### config.mk
export PLATFORM = sky130hd
export DESIGN_NAME = frame_bank_scheduler
export DESIGN_NICKNAME = d
export VERILOG_FILES = /design/src/rtl/frame_bank_scheduler_pkg.sv /design/src/rtl/frame_bank_scheduler_mux.sv /design/src/rtl/frame_bank_scheduler.sv
export SDC_FILE = /design/constraint.sdc
export NUM_CORES = 1
export LEC_CHECK = 0
export CORE_MARGIN = 1
export CORE_UTILIZATION = 41
export CTS_CLUSTER_DIAMETER = 200
export DETAILED_ROUTE_END_ITERATION = 10
export GPL_TIMING_DRIVEN = 0
export HOLD_SLACK_MARGIN = 0.08
export PLACE_DENSITY = 0.94
export SLEW_MARGIN = 5
export SYNTH_ARGS = -nofsm -noshare
export SYNTH_HDL_FRONTEND = slang
export SYNTH_HIERARCHICAL = 1
export SYNTH_SLANG_ARGS = --single-unit
### constraint.sdc
create_clock -name cam_pclk -period 3.7 [get_ports cam_pclk]
set_input_delay 0.555 -clock cam_pclk [delete_from_list [all_inputs] [get_ports cam_pclk]]
set_output_delay 0.555 -clock cam_pclk [all_outputs]
set_load 0.005 [all_outputs]
### src/rtl/frame_bank_scheduler_pkg.sv
// frame_sched_pkg: shared types, default sizes and helpers for the frame bank scheduler.
//   state_t          capture FSM states
//   *_DEF            default frame size, bank address width and counter width
//   sat_inc          saturating increment, evaluated at 32 bits
package frame_sched_pkg;

    typedef enum logic [1:0] {IDLE, SYNC, CAPTURE, COMMIT} state_t;

    localparam int FRAME_PIXELS_DEF = 76800;
    localparam int ADDR_W_DEF       = 17;
    localparam int CNT_W_DEF        = 8;

    function automatic logic [31:0] sat_inc(input logic [31:0] v, input logic [31:0] max);
        return (v >= max) ? max : v + 32'd1;
    endfunction

endpackage

### src/rtl/frame_bank_scheduler_mux.sv
// frame_bank_mux: steers capture writes to the write bank and reader accesses to the other bank.
//   cam_pclk, nreset             clock, async active-low reset
//   wr_bank                      bank currently receiving capture writes (read bank is the other)
//   cap_active                   scheduler is in CAPTURE
//   cap_wr_en/addr/data          capture write port
//   rd_addr, rd_gnt              reader address and accepted request
//   bank{0,1}_addr/we/wdata      bank ports
//   bank{0,1}_rdata              bank read data, one cycle after addr
//   rd_valid, rd_data            read response, one cycle after rd_gnt
module frame_bank_mux
    import frame_sched_pkg::*;
#(
    parameter int ADDR_W = ADDR_W_DEF
) (
    input  logic              cam_pclk,
    input  logic              nreset,
    input  logic              wr_bank,
    input  logic              cap_active,
    input  logic              cap_wr_en,
    input  logic [ADDR_W-1:0] cap_wr_addr,
    input  logic              cap_wr_data,
    input  logic [ADDR_W-1:0] rd_addr,
    input  logic              rd_gnt,
    input  logic              bank0_rdata,
    input  logic              bank1_rdata,
    output logic [ADDR_W-1:0] bank0_addr,
    output logic              bank0_we,
    output logic              bank0_wdata,
    output logic [ADDR_W-1:0] bank1_addr,
    output logic              bank1_we,
    output logic              bank1_wdata,
    output logic              rd_valid,
    output logic              rd_data
);

    logic rd_valid_q, rd_valid_d;
    logic rd_sel_q, rd_sel_d;

    always_comb begin
        bank0_we    = cap_wr_en & cap_active & ~wr_bank;
        bank1_we    = cap_wr_en & cap_active & wr_bank;
        bank0_wdata = cap_wr_data;
        bank1_wdata = cap_wr_data;
        bank0_addr  = wr_bank ? rd_addr : cap_wr_addr;
        bank1_addr  = wr_bank ? cap_wr_addr : rd_addr;
        rd_valid_d  = rd_gnt;
        // remember which bank a granted read went to, so a swap in the
        // following cycle cannot redirect the returning data
        rd_sel_d    = rd_gnt ? ~wr_bank : rd_sel_q;
    end

    always_ff @(posedge cam_pclk or negedge nreset) begin
        if (!nreset) begin
            rd_valid_q <= 1'b0;
            rd_sel_q   <= 1'b1;
        end else begin
            rd_valid_q <= rd_valid_d;
            rd_sel_q   <= rd_sel_d;
        end
    end

    // the bank's own output register is the data stage; gating with valid
    // keeps rd_data at 0 outside a response
    assign rd_valid = rd_valid_q;
    assign rd_data  = rd_valid_q & (rd_sel_q ? bank1_rdata : bank0_rdata);

endmodule

### src/rtl/frame_bank_scheduler.sv
// frame_bank_scheduler: ping-pong bitmap bank controller for single-shot / continuous capture.
//   cam_pclk, nreset                           clock, async active-low reset
//   arm, continuous, abort                     capture control
//   cap_in_frame, cap_frame_done, cap_wr_*     capture block interface
//   rd_req, rd_addr, rd_release                reader interface; rd_gnt, rd_valid, rd_data responses
//   frame_ready, busy, frame_count, drop_count status
//   bank{0,1}_addr/we/wdata/rdata              bank ports
//   short_count                                only with FRAME_SCHED_LENGTH_CHECK_EN defined:
//                                              frames dropped for wrong pixel count
module frame_bank_scheduler
    import frame_sched_pkg::*;
#(
    parameter int FRAME_PIXELS = FRAME_PIXELS_DEF,
    parameter int ADDR_W       = ADDR_W_DEF,
    parameter int CNT_W        = CNT_W_DEF
) (
    input  logic              cam_pclk,
    input  logic              nreset,
    input  logic              arm,
    input  logic              continuous,
    input  logic              abort,
    input  logic              cap_in_frame,
    input  logic              cap_frame_done,
    input  logic              cap_wr_en,
    input  logic [ADDR_W-1:0] cap_wr_addr,
    input  logic              cap_wr_data,
    input  logic              rd_req,
    input  logic [ADDR_W-1:0] rd_addr,
    input  logic              rd_release,
    output logic              rd_gnt,
    output logic              rd_valid,
    output logic              rd_data,
    output logic              frame_ready,
    output logic              busy,
    output logic [CNT_W-1:0]  frame_count,
    output logic [CNT_W-1:0]  drop_count,
`ifdef FRAME_SCHED_LENGTH_CHECK_EN
    output logic [CNT_W-1:0]  short_count,
`endif
    output logic [ADDR_W-1:0] bank0_addr,
    output logic              bank0_we,
    output logic              bank0_wdata,
    output logic [ADDR_W-1:0] bank1_addr,
    output logic              bank1_we,
    output logic              bank1_wdata,
    input  logic              bank0_rdata,
    input  logic              bank1_rdata
);

    // one past a full frame so overlong frames remain distinguishable
    localparam int          PIX_W   = $clog2(FRAME_PIXELS + 2);
    localparam logic [31:0] PIX_MAX = 32'(FRAME_PIXELS + 1);
    localparam logic [31:0] CNT_MAX = 32'({CNT_W{1'b1}});

    state_t             state_q, state_d;
    logic               wr_bank_q, wr_bank_d;
    logic               frame_ready_q, frame_ready_d;
    logic               in_frame_q, in_frame_d;
    logic [PIX_W-1:0]   pix_q, pix_d;
    logic [CNT_W-1:0]   frame_count_q, frame_count_d;
    logic [CNT_W-1:0]   drop_count_q, drop_count_d;
    logic               ready_after_rel;
    logic               len_ok;
`ifdef FRAME_SCHED_LENGTH_CHECK_EN
    logic [CNT_W-1:0]   short_count_q, short_count_d;
`endif

    always_comb begin
        state_d         = state_q;
        wr_bank_d       = wr_bank_q;
        in_frame_d      = cap_in_frame;
        pix_d           = pix_q;
        frame_count_d   = frame_count_q;
        drop_count_d    = drop_count_q;
`ifdef FRAME_SCHED_LENGTH_CHECK_EN
        short_count_d   = short_count_q;
        len_ok          = (32'(pix_q) == 32'(FRAME_PIXELS));
`else
        len_ok          = 1'b1;
`endif
        // a release in the commit cycle is honoured before the publish decision
        ready_after_rel = frame_ready_q & ~rd_release;
        frame_ready_d   = ready_after_rel;
        if (abort) begin
            state_d = IDLE;
        end else begin
            case (state_q)
                IDLE: state_d = arm ? SYNC : IDLE;
                SYNC: begin
                    if (cap_in_frame & ~in_frame_q) begin
                        state_d = CAPTURE;
                        pix_d   = '0;
                    end
                end
                CAPTURE: begin
                    pix_d   = cap_wr_en ? PIX_W'(sat_inc(32'(pix_q), PIX_MAX)) : pix_q;
                    state_d = cap_frame_done ? COMMIT : CAPTURE;
                end
                COMMIT: begin
                    state_d = continuous ? SYNC : IDLE;
                    if (len_ok & ~ready_after_rel) begin
                        wr_bank_d     = ~wr_bank_q;
                        frame_ready_d = 1'b1;
                        frame_count_d = CNT_W'(sat_inc(32'(frame_count_q), CNT_MAX));
                    end else begin
                        drop_count_d  = CNT_W'(sat_inc(32'(drop_count_q), CNT_MAX));
`ifdef FRAME_SCHED_LENGTH_CHECK_EN
                        short_count_d = len_ok ? short_count_q : CNT_W'(sat_inc(32'(short_count_q), CNT_MAX));
`endif
                    end
                end
                default: state_d = IDLE;
            endcase
        end
    end

    always_ff @(posedge cam_pclk or negedge nreset) begin
        if (!nreset) begin
            state_q       <= IDLE;
            wr_bank_q     <= 1'b0;
            frame_ready_q <= 1'b0;
            in_frame_q    <= 1'b0;
            pix_q         <= '0;
            frame_count_q <= '0;
            drop_count_q  <= '0;
`ifdef FRAME_SCHED_LENGTH_CHECK_EN
            short_count_q <= '0;
`endif
        end else begin
            state_q       <= state_d;
            wr_bank_q     <= wr_bank_d;
            frame_ready_q <= frame_ready_d;
            in_frame_q    <= in_frame_d;
            pix_q         <= pix_d;
            frame_count_q <= frame_count_d;
            drop_count_q  <= drop_count_d;
`ifdef FRAME_SCHED_LENGTH_CHECK_EN
            short_count_q <= short_count_d;
`endif
        end
    end

    assign rd_gnt      = rd_req & frame_ready_q & ~rd_release;
    assign frame_ready = frame_ready_q;
    assign busy        = (state_q != IDLE);
    assign frame_count = frame_count_q;
    assign drop_count  = drop_count_q;
`ifdef FRAME_SCHED_LENGTH_CHECK_EN
    assign short_count = short_count_q;
`endif

    frame_bank_mux #(.ADDR_W(ADDR_W)) u_mux (
        .cam_pclk    (cam_pclk),
        .nreset      (nreset),
        .wr_bank     (wr_bank_q),
        .cap_active  (state_q == CAPTURE),
        .cap_wr_en   (cap_wr_en),
        .cap_wr_addr (cap_wr_addr),
        .cap_wr_data (cap_wr_data),
        .rd_addr     (rd_addr),
        .rd_gnt      (rd_gnt),
        .bank0_rdata (bank0_rdata),
        .bank1_rdata (bank1_rdata),
        .bank0_addr  (bank0_addr),
        .bank0_we    (bank0_we),
        .bank0_wdata (bank0_wdata),
        .bank1_addr  (bank1_addr),
        .bank1_we    (bank1_we),
        .bank1_wdata (bank1_wdata),
        .rd_valid    (rd_valid),
        .rd_data     (rd_data)
    );

endmodule

==> metrics.txt <==
outcome=completed; Max Fclk=around 370 MHz; Hold Vio Cnt, Final=0; initial detailed-routing violation count=74; area of the die=roughly 0.0047 mm²; Mapped Area=between 0.0015 and 0.002 mm²; post-synth cell types=38; number of top-level pins=~110; Pwr Density=between 400 and 500 mW/mm²; share of async-settable or async-resettable flops after synthesis=1.00; simple-gate area share of the yosys netlist=0.176; synthesized-area fraction occupied by ao, oa, aoi and oai cells=0.0751; slowest cell on the critical path=sky130_fd_sc_hd__clkdlybuf4s50_1; die boundary width=68.9 µm; total negative slack=0 ns; most area-consuming cells after synthesis=sky130_fd_sc_hd__dfrtp_1 (30%), sky130_fd_sc_hd__mux2_4 (22%), sky130_fd_sc_hd__mux2_2 (8.0%); Post-CTS Setup Bufs=0; worst-case clock buffer depth=2; routed vias=1,747; area delta synth->final=62.8%; Filler Cells Inserted=roughly 310; share of layout cells above drive strength 1=0.199; maximum fanout along the worst path=10; post-place setup slack=just over 1 ns; wire length reported by the detailed router=approximately 5000 µm; via count of the first global-routing pass=1,621; arrival time at the worst endpoint=~2.1 ns; worst hold slack=roughly 0.48 ns; synthesized instance count=roughly 170; # H-tree levels=1; Core Region=just over 0.004 mm²; Final Max Tran Viols=0; root cell of the clock tree=sky130_fd_sc_hd__clkbuf_8; post-route fraction of the period consumed by the critical path=0.724; gr usage total=0.213; die height=roughly 70 µm; final critical-path required period=2.68 ns; setup-violating endpoint count in the final report=0; share of the synthesized area in the top cell type=0.300; unrepaired setup endpoints after global routing=false; combinational family with the most area after synthesis=multiplexers; class of the tightest hold or removal check=reg -> reg; sequential-to-total area share from yosys stat=0.315; final antenna-violating net count=0; half-perimeter wire length of the detailed placement result=4090 µm; Worst Hold Launch=u_mux/rd_sel_q; peak supply drop=roughly 340 µV; weighted congestion reported at the end of routability-driven placement=0.841; share of synthesized area spent on multiplexers=0.312; count of buffers inserted at the top-level ports=approximately 100; final worst setup slack=about 1.0 ns; Worst Clk Skew=around 0.0042 ns; remaining routing DRC violations=0; TritonCTS clock tree=yes; required time of the critical path=roughly 3.1 ns; initial antenna violation count=1; nets in the synthesized netlist=223; placed inst area=0.00294 mm²; Num CTS Buffers=3; primary flip-flop cell chosen by synthesis mapping=sky130_fd_sc_hd__dfrtp_1; Synth warnings=6; xor-xnor portion of the synthesized cell area=0.00956; number of nets in the finished design=roughly 330; first-pass GRT wire length=7490 µm; clock latency on the worst-skew pair=roughly 0.26 ns; ratio of routed vias to standard cells=approximately 5.3; WL/cell=~15 µm; Pre-Repair DR Iteration Count=4; number of flops mapped to enable cells by yosys=0; most common library cells after synthesis=sky130_fd_sc_hd__mux2_4 (27), sky130_fd_sc_hd__dfrtp_1 (22), sky130_fd_sc_hd__mux2_2 (13), sky130_fd_sc_hd__nand2_1 (13), sky130_fd_sc_hd__a21oi_1 (8); reported max-cap violation count=0; most used cell, CP=sky130_fd_sc_hd__clkdlybuf4s50_1; total overflow reported by the global router=0; Crit Path Class=in -> out; worst stage delay on the critical path=between 0.5 and 0.6 ns; maximum number of pins on one net before global-route repair=24; Worst Setup End Kind=primary output; worst flop-to-flop path startpoint=state_q[0]; number of sinks on the clock net=23; relative slew slack=0.325; post_cts resized=0; average instance area after synthesis=around 11 µm²; Worst Setup SP=rd_release; total non-filler cell area in the finished layout=0.00298 mm²; cell family with the largest share of critical-path delay=buffers and inverters; initial core utilization=0.442; post-cts hold buffer count=0; slew of the pin with the lowest slew margin=between 1 and 1.5 ns; clock transition at the register clock pins on the worst setup and hold paths after CTS=around 0.08 ns; crit path launch type=primary input; Cell Chain, Critical Path=clkdlybuf4s50_1, nor2b_1, buf_2, and2_1, clkdlybuf4s50_1; total leakage power=1.28 nW; adder and majority cell fraction of the synthesized area=0.0478; dominant cell type by area after synthesis=sky130_fd_sc_hd__dfrtp_1; flop and latch count out of synthesis=23; buffers and inverters on the worst path=3; most numerous cell in the Yosys netlist=sky130_fd_sc_hd__mux2_4; count of standard-cell rows=23
## routing by layer
metal / up-vias / wire, µm / GRT usage
li1: 844 / - / -
met1: 813 / 1860 / 0.227
met2: 82 / 2520 / 0.399
met3: 8 / 500 / 0.0576
met4: 0 / 75 / 0.0740
met5: - / 0 / 0
## metrics by stage
step / std cells / utilization / power [W]
floorplan: 169 / - / 0.000834
global placement: 323 / 0.709 / 0.00120
detailed placement: 323 / 0.709 / 0.00122
CTS: 327 / 0.720 / 0.00138
global route: 328 / 0.720 / 0.00146
finish: 328 / 0.720 / 0.00137
## cell families after synthesis
| group | count (synthesis) |
|---|---|
| AND/OR/NAND/NOR | 56 |
| multiplexers | 42 |
| AO/OA/AOI/OAI | 23 |
| flip-flops | 23 |
| buffers and inverters | 16 |
| adder cells (fa/ha/maj) | 7 |
| XOR/XNOR | 2 |
## worst paths after layout
| path | end | slack (ns) | cells past startpoint |
|---|---|---|---|
| setup / recovery | rd_gnt | 1.02 | 5 |
| hold / removal | u_mux/rd_sel_q | 0.48 | 2 |
| max in group asynchronous | drop_count[1] | 2.24 | 1 |
| setup reg to reg | frame_count[6] | 2.01 | 5 |
| min in group asynchronous | frame_count[3] | 0.84 | 1 |
| hold reg to reg | u_mux/rd_sel_q | 0.48 | 2 |
## cells in the final DEF (no fill, tap or decap), drive strengths merged, types with 3 or more instances in the layout
cell / n
a21oi: 8
nor3: 5
mux2: 40
nor2: 3
ha: 7
clkdlybuf4s50: 104
nand3: 7
o21ai: 6
inv: 7
or3: 4
nor2b: 3
a31oi: 3
clkbuf: 4
nand2: 13
nand4: 5
nand2b: 3
buf: 9
dfrtp: 22
## sequential cells by signal (all words and copies together) (netlist names)
name / cells
drop_count: 8
frame_count: 8
state_q: 2
frame_ready: 1
in_frame_q: 1
u_mux/rd_sel_q: 1
u_mux/rd_valid: 1
wr_bank_q: 1
## cell type report
class / count / area, µm² / share of cell area
multi-input combinational: 130 / 1140 / 0.381
timing repair buffer: 104 / 1040 / 0.349
sequential: 23 / 577 / 0.193
buffer: 9 / 92.6 / 0.0310
tap: 50 / 62.6 / 0.0210
clock buffer: 4 / 45.0 / 0.0151
inverter: 7 / 26.3 / 0.00881
antenna: 1 / 2.50 / 0.000839
## power by group
part	internal (W)	leakage (nW)	total [W]	switching, W
clock	0.0000767	0.0228	0.000153	0.0000759
sequential	0.000294	0.309	0.000339	0.0000450
combinational	0.000576	0.947	0.000877	0.000301
total	0.000947	1.28	0.00137	0.000422
## worst min-delay path, cell delays in order (launching register included)
cell	delay [ns]
sky130_fd_sc_hd__dfstp_2	0.38
sky130_fd_sc_hd__inv_1	0.04
sky130_fd_sc_hd__mux2i_1	0.05
(Power assumes the default switching activity.)
